## src/rtl/regfile_wb_arbiter_pkg.sv

```systemverilog
// Shared constants for the register-file writeback arbiter.
//   ADDR_W/DATA_W : register index and data widths of the 32x32 register file
//   NUM_REQ       : number of writeback sources
//   SRC_*         : source slot indices on the request vectors
package regfile_wb_arbiter_pkg;

  localparam int unsigned ADDR_W  = 5;
  localparam int unsigned DATA_W  = 32;
  localparam int unsigned NUM_REQ = 3;

  localparam int unsigned SRC_ALU = 0;
  localparam int unsigned SRC_MD  = 1;
  localparam int unsigned SRC_MEM = 2;

endpackage

```

## src/rtl/regfile_wb_arbiter_rr.sv

```systemverilog
// Round-robin arbiter: grants the first valid source at or above rr_ptr,
// wrapping at NUM_REQ-1, and moves the pointer past the winner on a transfer.
//   clock, ctrl_reset : clock, async active-low reset
//   valid             : per-source request
//   advance           : a granted request was accepted this cycle
//   grant             : one-hot grant (0 when nothing is valid)
module rr_arbiter #(
  parameter int unsigned NUM_REQ = 3
) (
  input  logic               clock,
  input  logic               ctrl_reset,
  input  logic [NUM_REQ-1:0] valid,
  input  logic               advance,
  output logic [NUM_REQ-1:0] grant
);

  localparam int unsigned PTR_W = (NUM_REQ > 1) ? $clog2(NUM_REQ) : 1;

  logic [PTR_W-1:0] rr_ptr;
  logic [PTR_W-1:0] grant_idx;
  logic [PTR_W-1:0] idx;
  logic             found;
  int unsigned      idx_wide;

  // Search from rr_ptr upward with wrap; first valid wins.
  always_comb begin
    grant     = '0;
    grant_idx = rr_ptr;
    found     = 1'b0;
    idx       = '0;
    idx_wide  = 0;
    for (int unsigned k = 0; k < NUM_REQ; k++) begin
      idx_wide = 32'(rr_ptr) + k;
      if (idx_wide >= NUM_REQ) idx_wide = idx_wide - NUM_REQ;
      idx = PTR_W'(idx_wide);
      if (!found && valid[idx]) begin
        found      = 1'b1;
        grant[idx] = 1'b1;
        grant_idx  = idx;
      end
    end
  end

  // Pointer moves to one past the winner only when a transfer happens.
  always_ff @(posedge clock or negedge ctrl_reset) begin
    if (!ctrl_reset) begin
      rr_ptr <= '0;
    end else if (advance) begin
      rr_ptr <= (grant_idx == PTR_W'(NUM_REQ - 1)) ? '0 : grant_idx + 1'b1;
    end
  end

endmodule

```

## src/rtl/regfile_wb_arbiter.sv

```systemverilog
// Shares the register file write port among the ALU, multdiv and load
// writeback sources, registers the winning write, and tracks registers with
// outstanding long-latency producers to raise decode stalls and bypasses.
//   clock, ctrl_reset          : clock, async active-low reset
//   req_valid/req_ready        : per-source handshake
//   req_reg/req_data           : per-source destination and data (packed slots)
//   issue_valid/issue_reg      : mark a destination pending at issue
//   flush                      : clear scoreboard and write stage
//   ctrl_readRegA/B            : decode read indices
//   ctrl_writeEnable/WriteReg,
//   data_writeReg              : register file write port
//   stall, bypass_a, bypass_b  : hazard indications toward decode
//   pending_mask               : scoreboard contents
module regfile_wb_arbiter
  import regfile_wb_arbiter_pkg::*;
#(
  parameter int unsigned NUM_REQ = regfile_wb_arbiter_pkg::NUM_REQ,
  parameter int unsigned DATA_W  = regfile_wb_arbiter_pkg::DATA_W,
  parameter int unsigned ADDR_W  = regfile_wb_arbiter_pkg::ADDR_W
) (
  input  logic                      clock,
  input  logic                      ctrl_reset,
  input  logic [NUM_REQ-1:0]        req_valid,
  output logic [NUM_REQ-1:0]        req_ready,
  input  logic [NUM_REQ*ADDR_W-1:0] req_reg,
  input  logic [NUM_REQ*DATA_W-1:0] req_data,
  input  logic                      issue_valid,
  input  logic [ADDR_W-1:0]         issue_reg,
  input  logic                      flush,
  input  logic [ADDR_W-1:0]         ctrl_readRegA,
  input  logic [ADDR_W-1:0]         ctrl_readRegB,
  output logic                      ctrl_writeEnable,
  output logic [ADDR_W-1:0]         ctrl_writeReg,
  output logic [DATA_W-1:0]         data_writeReg,
  output logic                      stall,
  output logic                      bypass_a,
  output logic                      bypass_b,
  output logic [(1<<ADDR_W)-1:0]    pending_mask
);

  localparam int unsigned NUM_REGS = 1 << ADDR_W;

  logic [NUM_REQ-1:0]  grant_c;
  logic                accept_en_c;
  logic                transfer_c;
  logic [ADDR_W-1:0]   sel_reg_c;
  logic [DATA_W-1:0]   sel_data_c;
  logic [NUM_REGS-1:0] pending_next_c;

  rr_arbiter #(.NUM_REQ(NUM_REQ)) u_rr_arbiter (
    .clock      (clock),
    .ctrl_reset (ctrl_reset),
    .valid      (req_valid),
    .advance    (transfer_c),
    .grant      (grant_c)
  );

  // No handshake completes while in reset or during a flush cycle.
  assign accept_en_c = ctrl_reset & ~flush;
  assign req_ready   = grant_c & {NUM_REQ{accept_en_c}};
  assign transfer_c  = |(req_valid & req_ready);

  // Select the accepted source's payload.
  always_comb begin
    sel_reg_c  = '0;
    sel_data_c = '0;
    for (int unsigned i = 0; i < NUM_REQ; i++) begin
      if (req_ready[i]) begin
        sel_reg_c  = req_reg[i*ADDR_W +: ADDR_W];
        sel_data_c = req_data[i*DATA_W +: DATA_W];
      end
    end
  end

  // Write stage: one-cycle latency, drained every cycle; r0 writes are swallowed.
  always_ff @(posedge clock or negedge ctrl_reset) begin
    if (!ctrl_reset) begin
      ctrl_writeEnable <= 1'b0;
      ctrl_writeReg    <= '0;
      data_writeReg    <= '0;
    end else if (flush) begin
      ctrl_writeEnable <= 1'b0;
      ctrl_writeReg    <= '0;
      data_writeReg    <= '0;
    end else if (transfer_c) begin
      ctrl_writeEnable <= (sel_reg_c != '0);
      ctrl_writeReg    <= sel_reg_c;
      data_writeReg    <= sel_data_c;
    end else begin
      ctrl_writeEnable <= 1'b0;
    end
  end

  // Scoreboard: retire on write, set on issue; a same-cycle issue wins.
  always_comb begin
    pending_next_c = pending_mask;
    if (ctrl_writeEnable) pending_next_c[ctrl_writeReg] = 1'b0;
    if (issue_valid && (issue_reg != '0)) pending_next_c[issue_reg] = 1'b1;
    pending_next_c[0] = 1'b0;
  end

  always_ff @(posedge clock or negedge ctrl_reset) begin
    if (!ctrl_reset) begin
      pending_mask <= '0;
    end else if (flush) begin
      pending_mask <= '0;
    end else begin
      pending_mask <= pending_next_c;
    end
  end

  // Hazards toward decode; r0 never stalls or bypasses.
  assign stall    = ((ctrl_readRegA != '0) & pending_mask[ctrl_readRegA]) |
                    ((ctrl_readRegB != '0) & pending_mask[ctrl_readRegB]);
  assign bypass_a = ctrl_writeEnable & (ctrl_writeReg == ctrl_readRegA) & (ctrl_readRegA != '0);
  assign bypass_b = ctrl_writeEnable & (ctrl_writeReg == ctrl_readRegB) & (ctrl_readRegB != '0);

endmodule
```

## config.mk

```make
export PLATFORM = sky130hd
export DESIGN_NAME = regfile_wb_arbiter
export DESIGN_NICKNAME = d
export VERILOG_FILES = /design/src/rtl/regfile_wb_arbiter_pkg.sv /design/src/rtl/regfile_wb_arbiter_rr.sv /design/src/rtl/regfile_wb_arbiter.sv
export SDC_FILE = /design/constraint.sdc
export NUM_CORES = 1
export LEC_CHECK = 0
export BUFFER_PORTS_ARGS = -buffer_cell sky130_fd_sc_hd__buf_2
export CORE_AREA = 2 2 105 107
export DETAILED_ROUTE_END_ITERATION = 6
export DIE_AREA = 0 0 107 109
export PLACE_DENSITY_LB_ADDON = 0.1
export SYNTH_ARGS = -nofsm -noshare
export SYNTH_HDL_FRONTEND = slang
export SYNTH_SLANG_ARGS = --single-unit
```

## constraint.sdc

```tcl
create_clock -name clock -period 3.5 [get_ports clock]
set_clock_uncertainty 0.15 [all_clocks]
set_input_delay 0.175 -clock clock [delete_from_list [all_inputs] [get_ports clock]]
set_output_delay 0.175 -clock clock [all_outputs]
set_load 0.005 [all_outputs]
```

# Word-level counts from Yosys, hierarchy flattened
# Cells that the tools add are included.
dict set report totals {
  reg_bits 72
  input_bits 133
  out_inout_bits 76
  word_cells 108
}
dict set report classes {
  add_sub_neg 6
  n_lt_le_gt_ge 15
  n_eq_ne 3
  muxes 47
  n_bitwise 16
  reduce_logical 16
}
# operator n
set op_table {}
lappend op_table {{32-bit two-way mux} 8}
lappend op_table {{32-bit bitwise AND} 1}
lappend op_table {{32-bit NOT} 1}
lappend op_table {{32-bit bitwise OR} 1}
lappend op_table {{5-bit two-way mux} 5}
lappend op_table {{5-bit by 6-bit less-than comparator with 1-bit output, second input constant} 4}
lappend op_table {{5-bit nonzero test} 4}
lappend op_table {{1-bit two-way mux} 14}
lappend op_table {{2-bit two-way mux} 7}
lappend op_table {{1-bit binary-select mux with 5-bit select} 2}
lappend op_table {{1-bit demux with 5-bit select} 2}
lappend op_table {{5-bit equality test} 2}
lappend op_table {{5-bit by 1-bit >= comparator with 1-bit output, second input constant} 2}
lappend op_table {{2-bit by 3-bit less-than comparator with 1-bit output, second input constant} 3}
lappend op_table {{3-bit two-way mux} 3}
lappend op_table {{1-bit logical AND} 8}
lappend op_table {{1-bit bitwise AND} 7}
lappend op_table {{3-bit bitwise AND} 2}
lappend op_table {{1-bit binary-select mux with 2-bit select} 3}
lappend op_table {{1-bit demux with 2-bit select} 3}
lappend op_table {{2-bit by 1-bit >= comparator with 1-bit output, second input constant} 3}
lappend op_table {{3-bit by 2-bit >= comparator with 1-bit output, second input constant} 2}
lappend op_table {{3-bit bitwise OR} 2}
lappend op_table {{2-bit subtractor, second input constant} 3}
lappend op_table {{10 further kinds} 11}

# Depth between registers and ports, before layout
# Gate-level depths: netlist of the first run.
dict set report depth {
  depth_word 18
  ltp_mapped 14
  ltp_nobuf 10
}

# Hierarchy
# A second synthesis of the first run with hierarchy kept.
dict set report hier_totals {
  hier_cells 532
  hier_area_um2 4855.9
}
# mod instances cells_each area_each_um2 seq_area_each_um2
set modules_own_cells {}
lappend modules_own_cells {regfile_wb_arbiter 1 475 4370.4 1726.7}
lappend modules_own_cells {rr_arbiter 1 57 485.5 50.0}

# Least setup slack after synthesis of the first run
# Ideal clock, no wire load.
dict set report synth_path {
  path_kind {reg2reg}
  from {reg u_rr_arbiter.rr_ptr[0]}
  to {reg u_rr_arbiter.rr_ptr[1]}
  setup_time_ns 0.121
  t_arrival_ns 2.614
  required_time_ns 3.229
  path_slack_ns 0.615
  path_stages_with_launch 14
  path_buffers 3
  period_less_slack_ns 2.885
  cell_sequence {dfrtp_1 > inv_1 > ha_1 > buf_2 > mux2_4 > a21o_1 > a211oi_2 > or3_1 > inv_2 > a222oi_1 > buf_4 > buf_6 > nor2_1 > a22o_1}
}
dict set report synth_between {
  elab_chain_cells 14
  elab_cells_between_ends 52
  cone_classes {6 x add/sub; 9 x order compare; 1 x eq/ne; 24 x mux; 4 x bitwise; 8 x reduce/logical}
}
# item line_no
set synth_rtl {}
lappend synth_rtl {{start, declared} regfile_wb_arbiter_rr.sv:19} ;# logic [PTR_W-1:0] rr_ptr;
lappend synth_rtl {{start signal, assigned} regfile_wb_arbiter_rr.sv:49} ;# rr_ptr <= (grant_idx == PTR_W'(NUM_REQ - 1)) ? '0 : grant_idx + 1'b1;
lappend synth_rtl {{2-bit by 1-bit adder with 3-bit output (tied with other cells)} regfile_wb_arbiter_rr.sv:33} ;# idx_wide = 32'(rr_ptr) + k;
lappend synth_rtl {{3-bit by 2-bit >= comparator with 1-bit output (tied with other cells)} regfile_wb_arbiter_rr.sv:34} ;# if (idx_wide >= NUM_REQ) idx_wide = idx_wide - NUM_REQ;
lappend synth_rtl {{2-bit two-way mux (tied with other cells)} regfile_wb_arbiter_rr.sv:34}
lappend synth_rtl {{2-bit by 3-bit less-than comparator with 1-bit output (not written as such) (tied with other cells)} regfile_wb_arbiter_rr.sv:38} ;# grant[idx] = 1'b1;
lappend synth_rtl {{1-bit logical AND (not written as such) (tied with other cells)} regfile_wb_arbiter_rr.sv:38}
lappend synth_rtl {{1-bit two-way mux (not written as such) (tied with other cells)} regfile_wb_arbiter_rr.sv:38}
lappend synth_rtl {{1-bit demux with 2-bit select (tied with other cells)} --}
lappend synth_rtl {{3-bit bitwise OR (no source line) / 1-bit two-way mux (equally long branches)} --}
lappend synth_rtl {{3-bit two-way mux / 1-bit logical NOT (equally long branches)} regfile_wb_arbiter_rr.sv:36} ;# if (!found && valid[idx]) begin
lappend synth_rtl {{3-bit bitwise OR (no source line) / 1-bit logical AND (equally long branches)} --}
lappend synth_rtl {{3-bit two-way mux} regfile_wb_arbiter_rr.sv:36}
lappend synth_rtl {{3-bit bitwise AND} regfile_wb_arbiter.sv:60} ;# assign req_ready = grant_c & {NUM_REQ{accept_en_c}};
lappend synth_rtl {{3-bit bitwise AND} regfile_wb_arbiter.sv:61} ;# assign transfer_c = |(req_valid & req_ready);
lappend synth_rtl {{3-bit OR reduction} regfile_wb_arbiter.sv:61}
# Parallel ways exist; a longest one is shown, timed or not. The select of a mux whose other input is x is not followed.
# A chain may end at the register's enable or synchronous reset.

# Worst setup path in the final report of the first run
dict set report layout_path {
  from {reg u_rr_arbiter.rr_ptr[0]}
  to {out req_ready[2]}
}
dict set report layout_between {
  elab_chain_cells 12
  elab_cells_between_ends 44
  cone_classes {5 x add/sub; 9 x order compare; 20 x mux; 3 x bitwise; 7 x reduce/logical}
}
# item line_no
set layout_rtl {}
lappend layout_rtl {{2-bit by 1-bit adder with 3-bit output (tied with other cells)} regfile_wb_arbiter_rr.sv:33}
lappend layout_rtl {{3-bit by 2-bit >= comparator with 1-bit output (tied with other cells)} regfile_wb_arbiter_rr.sv:34}
lappend layout_rtl {{2-bit two-way mux (tied with other cells)} regfile_wb_arbiter_rr.sv:34}
lappend layout_rtl {{2-bit by 3-bit less-than comparator with 1-bit output (not written as such) (tied with other cells)} regfile_wb_arbiter_rr.sv:38}
lappend layout_rtl {{1-bit logical AND (not written as such) (tied with other cells)} regfile_wb_arbiter_rr.sv:38}
lappend layout_rtl {{1-bit two-way mux (not written as such) (tied with other cells)} regfile_wb_arbiter_rr.sv:38}
lappend layout_rtl {{1-bit demux with 2-bit select (tied with other cells)} --}
lappend layout_rtl {{3-bit bitwise OR (no source line) / 1-bit two-way mux (equally long branches)} --}
lappend layout_rtl {{3-bit two-way mux / 1-bit logical NOT (equally long branches)} regfile_wb_arbiter_rr.sv:36}
lappend layout_rtl {{3-bit bitwise OR (no source line) / 1-bit logical AND (equally long branches)} --}
lappend layout_rtl {{3-bit two-way mux (*)} regfile_wb_arbiter_rr.sv:36}
lappend layout_rtl {{3-bit bitwise AND (*)} regfile_wb_arbiter.sv:60}
lappend layout_rtl {{end, declared} regfile_wb_arbiter.sv:24} ;# output logic [NUM_REQ-1:0] req_ready,
# Mark *: on every way between the ends. The rest lies on a longest branch, timed or not. The select of a mux whose other input is x is not followed.

==> metrics.md, run 1 <==
| Metric | Value |
|---|---|
| Status | finished, final reports clean |
| First-pass DRT Iterations | 5 |
| Metal2 WL | between 7000 and 8000 microns |
| Vias in the first global route | slightly below 5000 |
| Drt total wl | ~15000 microns |
| Avg Inst Size Synth | between 9 and 10 sq um |
| DRC | 0 |
| # fillers | 966 |
| Share of layout cells above drive strength 1 | 37.68% |
| Via count | between 4000 and 5000 |
| Design Power | 3.075 mW |
| Root Buffer | clkbuf_8 |
| Most common cell in the netlist | o21ai_0 |
| Design Area, Final | about 6200 sq um |
| Worst Path Required | ~3200 ps |
| Die Area | 11660 sq um |
| Prevailing post-synth register cell | dfrtp_1 |
| Post-synth ARST share | between 90% and 100% |
| Yosys reg bits | 71 |
| PwrDens | 494.8 nW/um^2 |
| Mapped Area | around 4600 sq um |
| Synth area leader | dfrtp_1 |
| Critical path launch point type | register |
| Postcts setup bufs | 0 |
| CTS tree | yes |
| Remaining global-route overflow | 0 |
| Ant diodes | 0 |
| Placer Congestion | 0.9003 |
| DP Area | around 5700 sq um |
| Count of input and output buffers | ~210 |
| Synth warn | 0 |
| H-tree levels | 3 |
| Fin Setup TNS | 0 ps |
| Synth top cells by count | o21ai_0 (100), dfrtp_1 (71), nand2_1 (45) |
| Drt initial violations | around 450 |
| Layout Nets | 838 |
| Max clock buf depth | 2 |
| Worst Hold Class | in -> reg |
| Tot GR Track Use | 26.06% |
| Critical Path AT | 2990 ps |
| CTS clk-pin slew, worst paths | 80 ps |
| Post-DR vias/cell | about 5.9 |
| Critical path endpoint category | output pin |
| Slew Limit Headroom | between 30% and 40% |
| Final slew viol count | 0 |
| Initial core utilization | a little over two fifths |
| Die height | approximately 110 microns |
| Metal-1 WL | between 5000 and 6000 microns |
| Number of routed nets with antenna violations | 0 |
| Max rail drop VDD | 0.2202 mV |
| Global-route wire length before repair | around 24000 microns |
| Synth Instances | between 400 and 500 |
| Top Ports | around 210 |
| Minimum clock period | about 3300 ps |
| WS Path Type | reg -> out |
| Multi-input logic area | ~2600 sq um |
| Layout area overhead | 35.16% |
| Unrepaired setup endpoints after global routing | no |
| Post-synthesis sequential area ratio | 38.64% |
| Fmax | roughly 300 MHz |
| Average wire per standard cell | 18.00 microns |
| Leakage power | 2.976 nW |
| Tcrit/Tclk final | between 90% and 100% |
| Max Cap Violations | 0 |
| Worst-Skew Late Latency | between 300 and 400 ps |
| Uppermost layer routed | met4 |
| # clock sinks | slightly above 70 |
| Die width | 107 microns |
| # setup viols final | 0 |
| Peak fanout along the critical path | 29 |
| Num CTS Buffers | 9 |
| Largest net degree at the start of global routing | just over 70 |
| Tightest Pin Transition | between 1000 and 1500 ps |
| Top cell type's share of synthesized area | between 30 and 40% |
| Count of different cell masters after synthesis | 48 |
| Mapped Nets | 624 |
| DP HPWL | 10530 microns |
| FF+latch area | around 1800 sq um |
| Antenna violations before repair | 0 |
| Core area | 10600 sq um |
| Post-synth EDFFs | 0 |
| Row count | 38 |
| Fin. Hold Viols | 0 |
| Largest cells by area after synthesis | dfrtp_1 (39%), o21ai_0 (11%), mux4_2 (8.8%) |
| Routed wl met3 | 1377 microns |
state kept, by name, indices dropped and copies added (netlist names):
signal / flops
pending_mask: 31
data_writeReg: 32
u_rr_arbiter.rr_ptr: 2
ctrl_writeEnable: 1
ctrl_writeReg: 5
per-stage QoR:
step	utilization (%)	hold slack [ps]	setup slack, ps	cells
after floorplan	-	-270.6	615.3	487
after CTS	58.30	1.631	64.46	846
after detailed placement	53.86	332.5	125.3	802
after global routing	58.61	45.69	20.94	846
after global placement	53.86	325.5	290.0	802
final	58.61	8.888	182.5	846
worst max-delay path: stages (launching register included):
cell and delay (ps):
dfrtp_1 430, inv_1 100, ha_2 420, mux2_4 350, a21oi_1 180, a211oi_2 60, or3_1 420, inv_2 80
buf_6 230, buf_4 220, buf_2 130
area by class of cell:
class                      instances  share of cell area (%)
clock inverter                     4                  0.7248
tap                              140                   2.819
timing repair buffer             249                   23.17
inverter                           5                  0.3020
sequential                        71                   28.59
clock buffer                      12                   2.335
multi-input combinational        365                   42.06
where the power goes:
part           switching [mW]  internal (mW)
logic                   0.771          0.625
registers               0.107          0.920
clock network           0.307          0.346
cells in the final DEF (no fill, tap or decap), types with 2 or more instances in the layout:
cell           instances
ha_1                   3
and3_1                 6
a221o_1               35
or3b_2                 2
xor2_1                 6
buf_4                 13
mux2_2                 2
clkinv_2               3
clkbuf_1               2
a21oi_1               38
mux2i_1                4
inv_1                  4
clkbuf_8              10
o22ai_1                3
buf_2                206
nand3b_1              43
nor3_1                 3
and3b_1                4
nand2_1               45
xnor2_1                2
nor2_1                12
nor3b_1                4
o22a_1                 2
nor4_1                 4
dfrtp_1               71
nand3_1                2
a21o_1                 2
o21ai_1                3
o31ai_1                3
mux4_2                18
o21ai_0              100
dlygate4sd3_1         28
or3_1                  2
worst paths after layout:
kind	start	to	slack, ps	cells after the start
setup / recovery	u_rr_arbiter.rr_ptr[0]$_DFFE_PN0P_	req_ready[2]	180	10
hold / removal	req_data[92]	data_writeReg[28]$_DFFE_PN0P_	9	3
setup reg to reg	u_rr_arbiter.rr_ptr[0]$_DFFE_PN0P_	u_rr_arbiter.rr_ptr[1]$_DFFE_PN0P_	240	11
hold reg to reg	data_writeReg[21]$_DFFE_PN0P_	data_writeReg[21]$_DFFE_PN0P_	370	2
max in group asynchronous	ctrl_reset	data_writeReg[27]$_DFFE_PN0P_	2150	3
min in group asynchronous	ctrl_reset	pending_mask[1]$_DFF_PN0_	460	3
kinds of logic after synthesis:
| family | count (synthesis) | share of synthesized area (%) |
|---|---|---|
| adders and majority gates | 4 | 1.088 |
| DFF | 71 | 38.64 |
| buffers and inverters | 51 | 5.279 |
| and+or+nand+nor | 129 | 15.89 |
| xor gates and xnor gates | 8 | 1.524 |
| muxes | 25 | 10.50 |
| other | 1 | 0.08155 |
| AOI/OAI and AO/OA | 198 | 26.99 |
timing repair:
action,in CTS,in global routing
hold endpoints to repair,98,0
gates resized for setup,0,7
endpoints found under the setup margin,0,38
hold buffers,28,0
per-layer routing:
layer / GRT usage, % / vias up
met2: 45.54 / 311
met5: 0 / -
li1: - / 2281
met4: 11.22 / 0
met3: 4.543 / 25
met1: 31.83 / 2350
Note: power is estimated with default switching activity, not from simulation.
==> run 2: changes to the inputs <==
- CORE_AREA: 2 2 105 107 -> 2 2 101 103
- DIE_AREA: 0 0 107 109 -> 0 0 103 105
- clock period: 3.5 -> 3.35 ns (I/O delays scaled with it)
==> run 2 against run 1 <==
  * The run now ends with negative hold slack left
  * Design area is 1.0% lower
  * Worst hold slack lost 11 ps
  * Routed wire length rose by 1.0%
  * Sequential power grew 5%
  * Largest cell class unchanged
  * Sequential cell count is the same
  * Non-clock buffer count decreased by 9
  * Final cell count decreased by 1.8%
  * Register-to-register slack got worse by 110 ps
  * Critical path depth is 1 lower
  * Highest routed layer unchanged
==> metrics.md, run 2 (synthesis gave the netlist of run 1 again) <==
| Metric | Value |
|---|---|
| WS Path Type | reg -> out |
| Combinational share of power | 43.3% (-2.1 points) |
| Layout Nets | 829 (-1.1%) |
| Die height | 105 microns (-3.7%) |
| Die Area | 10820 sq um (-7.3%) |
| Antenna violations before repair | 1 (+1) |
| Internal cell power | 2.063 mW (+9.1%) |
| Remaining global-route overflow | 0 (unchanged) |
| Final slew viol count | 0 (unchanged) |
| Top Ports | 209 (unchanged) |
| # fillers | 860 (-11%) |
| Average wire per standard cell | 18.51 microns (+2.8%) |
| Layout area overhead | 33.80% |
| H-tree levels | 3 (unchanged) |
| Max clock buf depth | 2 (unchanged) |
| Worst path slowest cell | dfrtp_1 |
| Worst-Skew Late Latency | 340 ps (about the same) |
| Crit path largest cell delay | 430 ps (about the same) |
| Critical path endpoint category | output pin |
| Status | finished, violations left |
| Max reg flops | 32 (unchanged) |
| Initial core utilization | 47.70% (+4.3 points) |
| Global-route wire length before repair | 24140 microns (+1.3%) |
| Die width | 103 microns (-3.7%) |
| Vias in the first global route | 4836 (+0.31%) |
| Peak fanout along the critical path | 27 (-6.9%) |
| Drt initial violations | 268 (-40%) |
| # clock sinks | 71 (unchanged) |
| NetSw | 1.232 mW (+4.0%) |
| Num CTS Buffers | 9 (unchanged) |
| Tcrit/Tclk final | 96.59% |
| Number of routed nets with antenna violations | 0 (unchanged) |
| Commonest non-fill, non-tap cell in the layout | buf_2 |
| Core area | 9639 sq um (-9.1%) |
| Post-DR vias/cell | 5.916 (+0.76%) |
| Design Power | 3.295 mW (+7.2%) |
| Hold Slack | -2.309 ps (-11.20 ps) |
| Dpl cells | 792 (-1.2%) |
| Drt total wl | 15380 microns (+1.0%) |
| Critical path launch point type | register |
| CTS clk-pin slew, worst paths | 80 ps (about the same) |
| Biggest regs | data_writeReg (32), pending_mask (31), ctrl_writeReg (5) |
| Non-filler cells, final | 831 (-1.8%) |
| Fin. Hold Viols | 1 (+1) |
| Critical Path AT | 2920 ps (-70 ps) |
| Top reg by flops | data_writeReg |
| Fin util | 63.82% (+5.2 points) |
| Share of layout cells above drive strength 1 | 37.88% (+0.20 points) |
| Leakage power | 2.951 nW (-0.83%) |
| Row count | 36 (-5.3%) |
| Slew Limit Headroom | 23.25% (-7.5 points) |
| # setup viols final | 0 (unchanged) |
| Minimum clock period | ~3200 ps |
| Largest net degree at the start of global routing | 72 (unchanged) |
| Count of input and output buffers | 207 (unchanged) |
| Reg power frac | 32.7% (-0.7 points) |
| Placer Congestion | 0.9882 (+9.8%) |
| DP HPWL | 11010 microns (+4.6%) |
| Sw Ratio | 37.40% (-1.1 points) |
| Root Buffer | clkbuf_8 |
| DRC | 0 (unchanged) |
| Worst Path Required | 3030 ps (-140 ps) |
| First-pass DRT Iterations | 5 (unchanged) |
| Max Cap Violations | 0 (unchanged) |
| Clock share of power | 24.0% (+2.8 points) |
| Via count | 4916 (-1.0%) |
| CTS tree | yes |
| PwrDens | 535.7 nW/um^2 (+8.2%) |
| Tightest Pin Transition | 1149 ps (+112.8 ps) |
| Worst Hold Class | in -> reg |
| CP cell instances | inv_1, ha_2, mux2_4, a21oi_1, a211oi_2, or3_1, inv_2, buf_6, buf_2 |
| Most frequent cells in the layout | buf_2 (206), o21ai_0 (100), dfrtp_1 (71) |
| Tot GR Track Use | 28.37% (+2.3 points) |
| Fmax | between 300 and 400 MHz |
| Failing checks | negative hold slack |
| Max rail drop VDD | 0.2904 mV (+32%) |
[run 2: routing by layer]
metal / GRT usage [%] / share of wire (%)
met4: 11.56 / 2.3
met1: 34.64 / 38
met2: 48.19 / 51
met3: 5.753 / 9.0
met5: 0 / 0
[run 2: per-stage QoR]
step / setup TNS (ps) / area [sq um] / setup WS, ps
floorplan: 0 / 4598 / 465.3
global placement: 0 / 5679 / 172.6
detailed placement: 0 / 5679 / 88.29
CTS: 0 / 6110 / 56.57
global route: -6.962 / 6152 / -5.793
finish: 0 / 6152 / 114.3
[run 2: final timing paths]
check / from / endpoint / slack, ps / depth (start not counted)
hold reg to reg: data_writeReg[15]$_DFFE_PN0P_ / data_writeReg[15]$_DFFE_PN0P_ / 360 / 2
setup reg to reg: u_rr_arbiter.rr_ptr[0]$_DFFE_PN0P_ / ctrl_writeEnable$_DFF_PN0_ / 130 / 10
setup / recovery: u_rr_arbiter.rr_ptr[0]$_DFFE_PN0P_ / req_ready[2] / 110 / 9
hold / removal: req_data[70] / data_writeReg[6]$_DFFE_PN0P_ / -2 / 3
min in group asynchronous: ctrl_reset / pending_mask[4]$_DFF_PN0_ / 440 / 3
max in group asynchronous: ctrl_reset / pending_mask[13]$_DFF_PN0_ / 2020 / 3
[run 2: what timing repair did]
| item | in CTS | in global routing |
|---|---|---|
| endpoints found under the setup margin | 0 | 39 |
| buffers inserted | 0 | 2 |
| endpoints found under the hold margin | 90 | 0 |
| resized for setup | 0 | 7 |
| hold buffers | 20 | 0 |
[run 2: layout make-up]
type | count | area [sq um] | share of cell area, %
Multi-Input combinational cell | 365 | 2586 | 42.04
Sequential cell | 71 | 1777 | 28.88
Timing Repair Buffer | 240 | 1371 | 22.29
Tap cell | 133 | 166.4 | 2.705
Clock buffer | 11 | 151.4 | 2.461
Clock inverter | 5 | 78.83 | 1.281
Inverter | 5 | 18.77 | 0.3051
Antenna cell | 1 | 2.502 | 0.04068
[run 2: worst max-delay path, delay by kind of cell (launching register included)]
kind | cells | cell delay (ps)
AO/OA/AOI/OAI | 2 | 320
adder cells (fa/ha/maj) | 1 | 410
multiplexers | 1 | 340
buffers and inverters | 4 | 640
AND/OR/NAND/NOR | 1 | 420
flip-flops | 1 | 430
[run 2: power groups by stage]
stage               sequential [mW]  clock [mW]  combinational (mW)
global route                   1.09       0.831                1.57
detailed placement             1.09           0                1.36
global placement               1.09           0                1.33
finish                         1.08       0.791                1.43
CTS                            1.07       0.797                1.38
floorplan                      1.05           0               0.968
==> run 3: changes to the inputs <==
==> constraint.sdc (replaced) <==
create_clock -name clock -period 3.35 [get_ports clock]
set_clock_uncertainty 0.15 [all_clocks]
set_input_delay 0.5025 -clock clock [delete_from_list [all_inputs] [get_ports clock]]
set_output_delay 0.5025 -clock clock [all_outputs]
set_load 0.005 [all_outputs]
==> run 3 against run 2 <==
  * The run ends with design-rule violations left
  * Core utilization is 0.69 points lower
  * Maximum frequency is essentially flat
  * Total power rose by 2.0%
  * Critical path type unchanged
  * Largest cell class unchanged
  * Highest routed layer unchanged
==> metrics.md, run 3 (synthesis gave the netlist of run 1 again) <==
| Metric | Value |
|---|---|
| Status | finished, violations left |
| Failing checks | design-rule violations |
| Critical path launch point type | register |
| Pre-CTS WS | 52.45 ps (-35.84 ps) |
| Number of routed nets with antenna violations | 0 (unchanged) |
| Reg-to-reg startpoint | u_rr_arbiter.rr_ptr[1]$_DFFE_PN0P_ |
| Post-DR vias/cell | 5.972 (+0.95%) |
| Biggest regs | data_writeReg (32), pending_mask (31), ctrl_writeReg (5) |
| PwrDens | 552.3 nW/um^2 (+3.1%) |
| Critical path capture point | req_ready[2] |
| Most frequent cells in the layout | buf_2 (206), o21ai_0 (100), dfrtp_1 (70) |
| CTS clk-pin slew, worst paths | 70 ps (about the same) |
| Share of layout cells above drive strength 1 | 40.18% (+2.3 points) |
| Worst reg2reg setup slack | 140 ps (about the same) |
| Met1 usage | 38.26% (+3.6 points) |
| Die width | 103 microns (unchanged) |
| Remaining global-route overflow | 0 (unchanged) |
| Hold Slack | 222.3 ps (+224.6 ps) |
| Tot GR Track Use | 28.58% (+0.21 points) |
| Reg2Reg Capture Point | u_rr_arbiter.rr_ptr[1]$_DFFE_PN0P_ |
| Critical Path AT | 2580 ps (-340 ps) |
| Final slew viol count | 0 (unchanged) |
| Placer Congestion | 0.9278 (-6.1%) |
| Vias in the first global route | 4806 (-0.62%) |
| Largest net degree at the start of global routing | 72 (unchanged) |
| Peak fanout along the critical path | 19 (-30%) |
| Leakage power | 2.907 nW (-1.5%) |
| Tcrit/Tclk final | 96.55% (about the same) |
| H-tree levels | 3 (unchanged) |
| Via count | 4867 (-1.0%) |
| Post-route worst setup slack | 115.7 ps (+1.425 ps) |
| Drt total wl | 15570 microns (+1.2%) |
| Initial core utilization | 47.70% (unchanged) |
| Row count | 36 (unchanged) |
| Root Buffer | clkbuf_8 |
| Met2 Use GR | 46.75% (-1.4 points) |
| Core area | 9639 sq um (unchanged) |
| Tightest Pin Transition | 898.1 ps (-250.6 ps) |
| Ant diodes | 0 (-1) |
| Average wire per standard cell | 19.10 microns (+3.2%) |
| Non-filler cells, final | 815 (-1.9%) |
| Fmax | 309.2 MHz (about the same) |
| CTS tree | yes |
| Max reg flops | 32 (unchanged) |
| Top Ports | 209 (unchanged) |
| WS Path Type | reg -> out |
| Crit path launch | u_rr_arbiter.rr_ptr[1]$_DFFE_PN0P_ |
| Drt initial violations | 278 (+3.7%) |
| Layout Nets | 815 (-1.7%) |
| Commonest non-fill, non-tap cell in the layout | buf_2 |
| Die height | 105 microns (unchanged) |
| Global-route wire length before repair | 24290 microns (+0.63%) |
| Top reg by flops | data_writeReg |
| Count of input and output buffers | 207 (unchanged) |
| Worst-Skew Late Latency | 340 ps (about the same) |
| DP HPWL | 10840 microns (-1.6%) |
| Max clock buf depth | 2 (unchanged) |
| # clock sinks | 71 (unchanged) |
| # setup viols final | 0 (unchanged) |
| Max Cap Violations | 0 (unchanged) |
| Num CTS Buffers | 9 (unchanged) |
| Max rail drop VDD | 0.2307 mV (-21%) |
| First-pass DRT Iterations | 7 (+2) |
| R2r worst-path depth | 11 (+1) |
| Dpl cells | 793 (+0.13%) |
| Layer with the highest usage | met2 |
| Layout area overhead | 32.35% |
| Die Area | 10820 sq um (unchanged) |
| Worst Path Required | 2700 ps (-330 ps) |
| Slew Limit Headroom | 40.13% (+17 points) |
| Minimum clock period | 3234 ps (-1.425 ps) |
| Antenna violations before repair | 0 (-1) |
| GR Util met3 | 5.284% (-0.47 points) |
| DRC | 2 (+2) |
| Worst Hold Class | in -> async |
| # fillers | 882 (+2.6%) |
| Critical path endpoint category | output pin |
| Fin. Hold Viols | 0 (-1) |
run 3: cell types whose count changed in the layout (fill, tap and decap cells not counted), sizes merged:
cell / previous run / this run
dlygate4sd3: 20 / 0
bufinv: 2 / 1
clkbuf: 11 / 13
buf: 220 / 224
diode: 1 / 0
bufbuf: 0 / 1
inv: 6 / 5
run 3: per-stage QoR:
step	power, mW	util [%]	TNS [ps]	instance area (sq um)
after floorplan	2.016	-	0	4598
after CTS	3.253	62.06	-6.622	5982
final	3.361	63.14	0	6086
after global routing	3.579	63.14	-0.1736	6086
after global placement	2.466	59.51	0	5737
after detailed placement	2.514	59.51	0	5737
run 3: layout make-up:
cell class,instances,area [sq um],area share [%]
flip-flops and latches,71,1778,29.21
clock inverters,3,43.79,0.7196
well taps,133,166.4,2.734
inverters,5,18.77,0.3084
multi-input cells,365,2644,43.44
clock buffers,12,145.1,2.385
repair buffers,226,1290,21.20
run 3: metal layers:
metal  wire (microns)  up-vias
li1                 -     2237
met1             6092     2335
met2             7821      270
met3             1384       25
met4              269        0
met5                0        -
run 3: worst min path at each step:
stage	startpoint	to	slack, ps	cells after the start
2_1_floorplan	ctrl_reset	ctrl_writeEnable$_DFF_PN0_	60	0
3_3_place_gp	data_writeReg[14]$_DFFE_PN0P_	data_writeReg[14]$_DFFE_PN0P_	340	2
3_5_place_dp	data_writeReg[5]$_DFFE_PN0P_	data_writeReg[5]$_DFFE_PN0P_	340	2
4_1_cts	ctrl_reset	data_writeReg[1]$_DFFE_PN0P_	280	2
5_1_grt	ctrl_reset	pending_mask[5]$_DFF_PN0_	320	2
6_report	ctrl_reset	pending_mask[5]$_DFF_PN0_	220	2
run 3: power by group:
group	total [mW]	internal, mW	switching, mW
clock	0.678	0.361	0.316
combinational	1.60	0.751	0.853
sequential	1.08	0.962	0.119
run 3: timing repair:
action                                  CTS  global route
gates cloned                              1             1
endpoints found under the setup margin    2            41
setup buffers                             1             4
pin swaps                                 1             3
hold buffers                              0             0
resized for setup                         3             9
run 3: critical path, cell delays in order, from the launching register on:
cell and delay [ps]:
dfrtp_1 470, ha_4 350, mux2_4 340, a21oi_2 180
a211oi_2 60, or3_1 430, inv_2 120, buf_12 160
buf_2 120
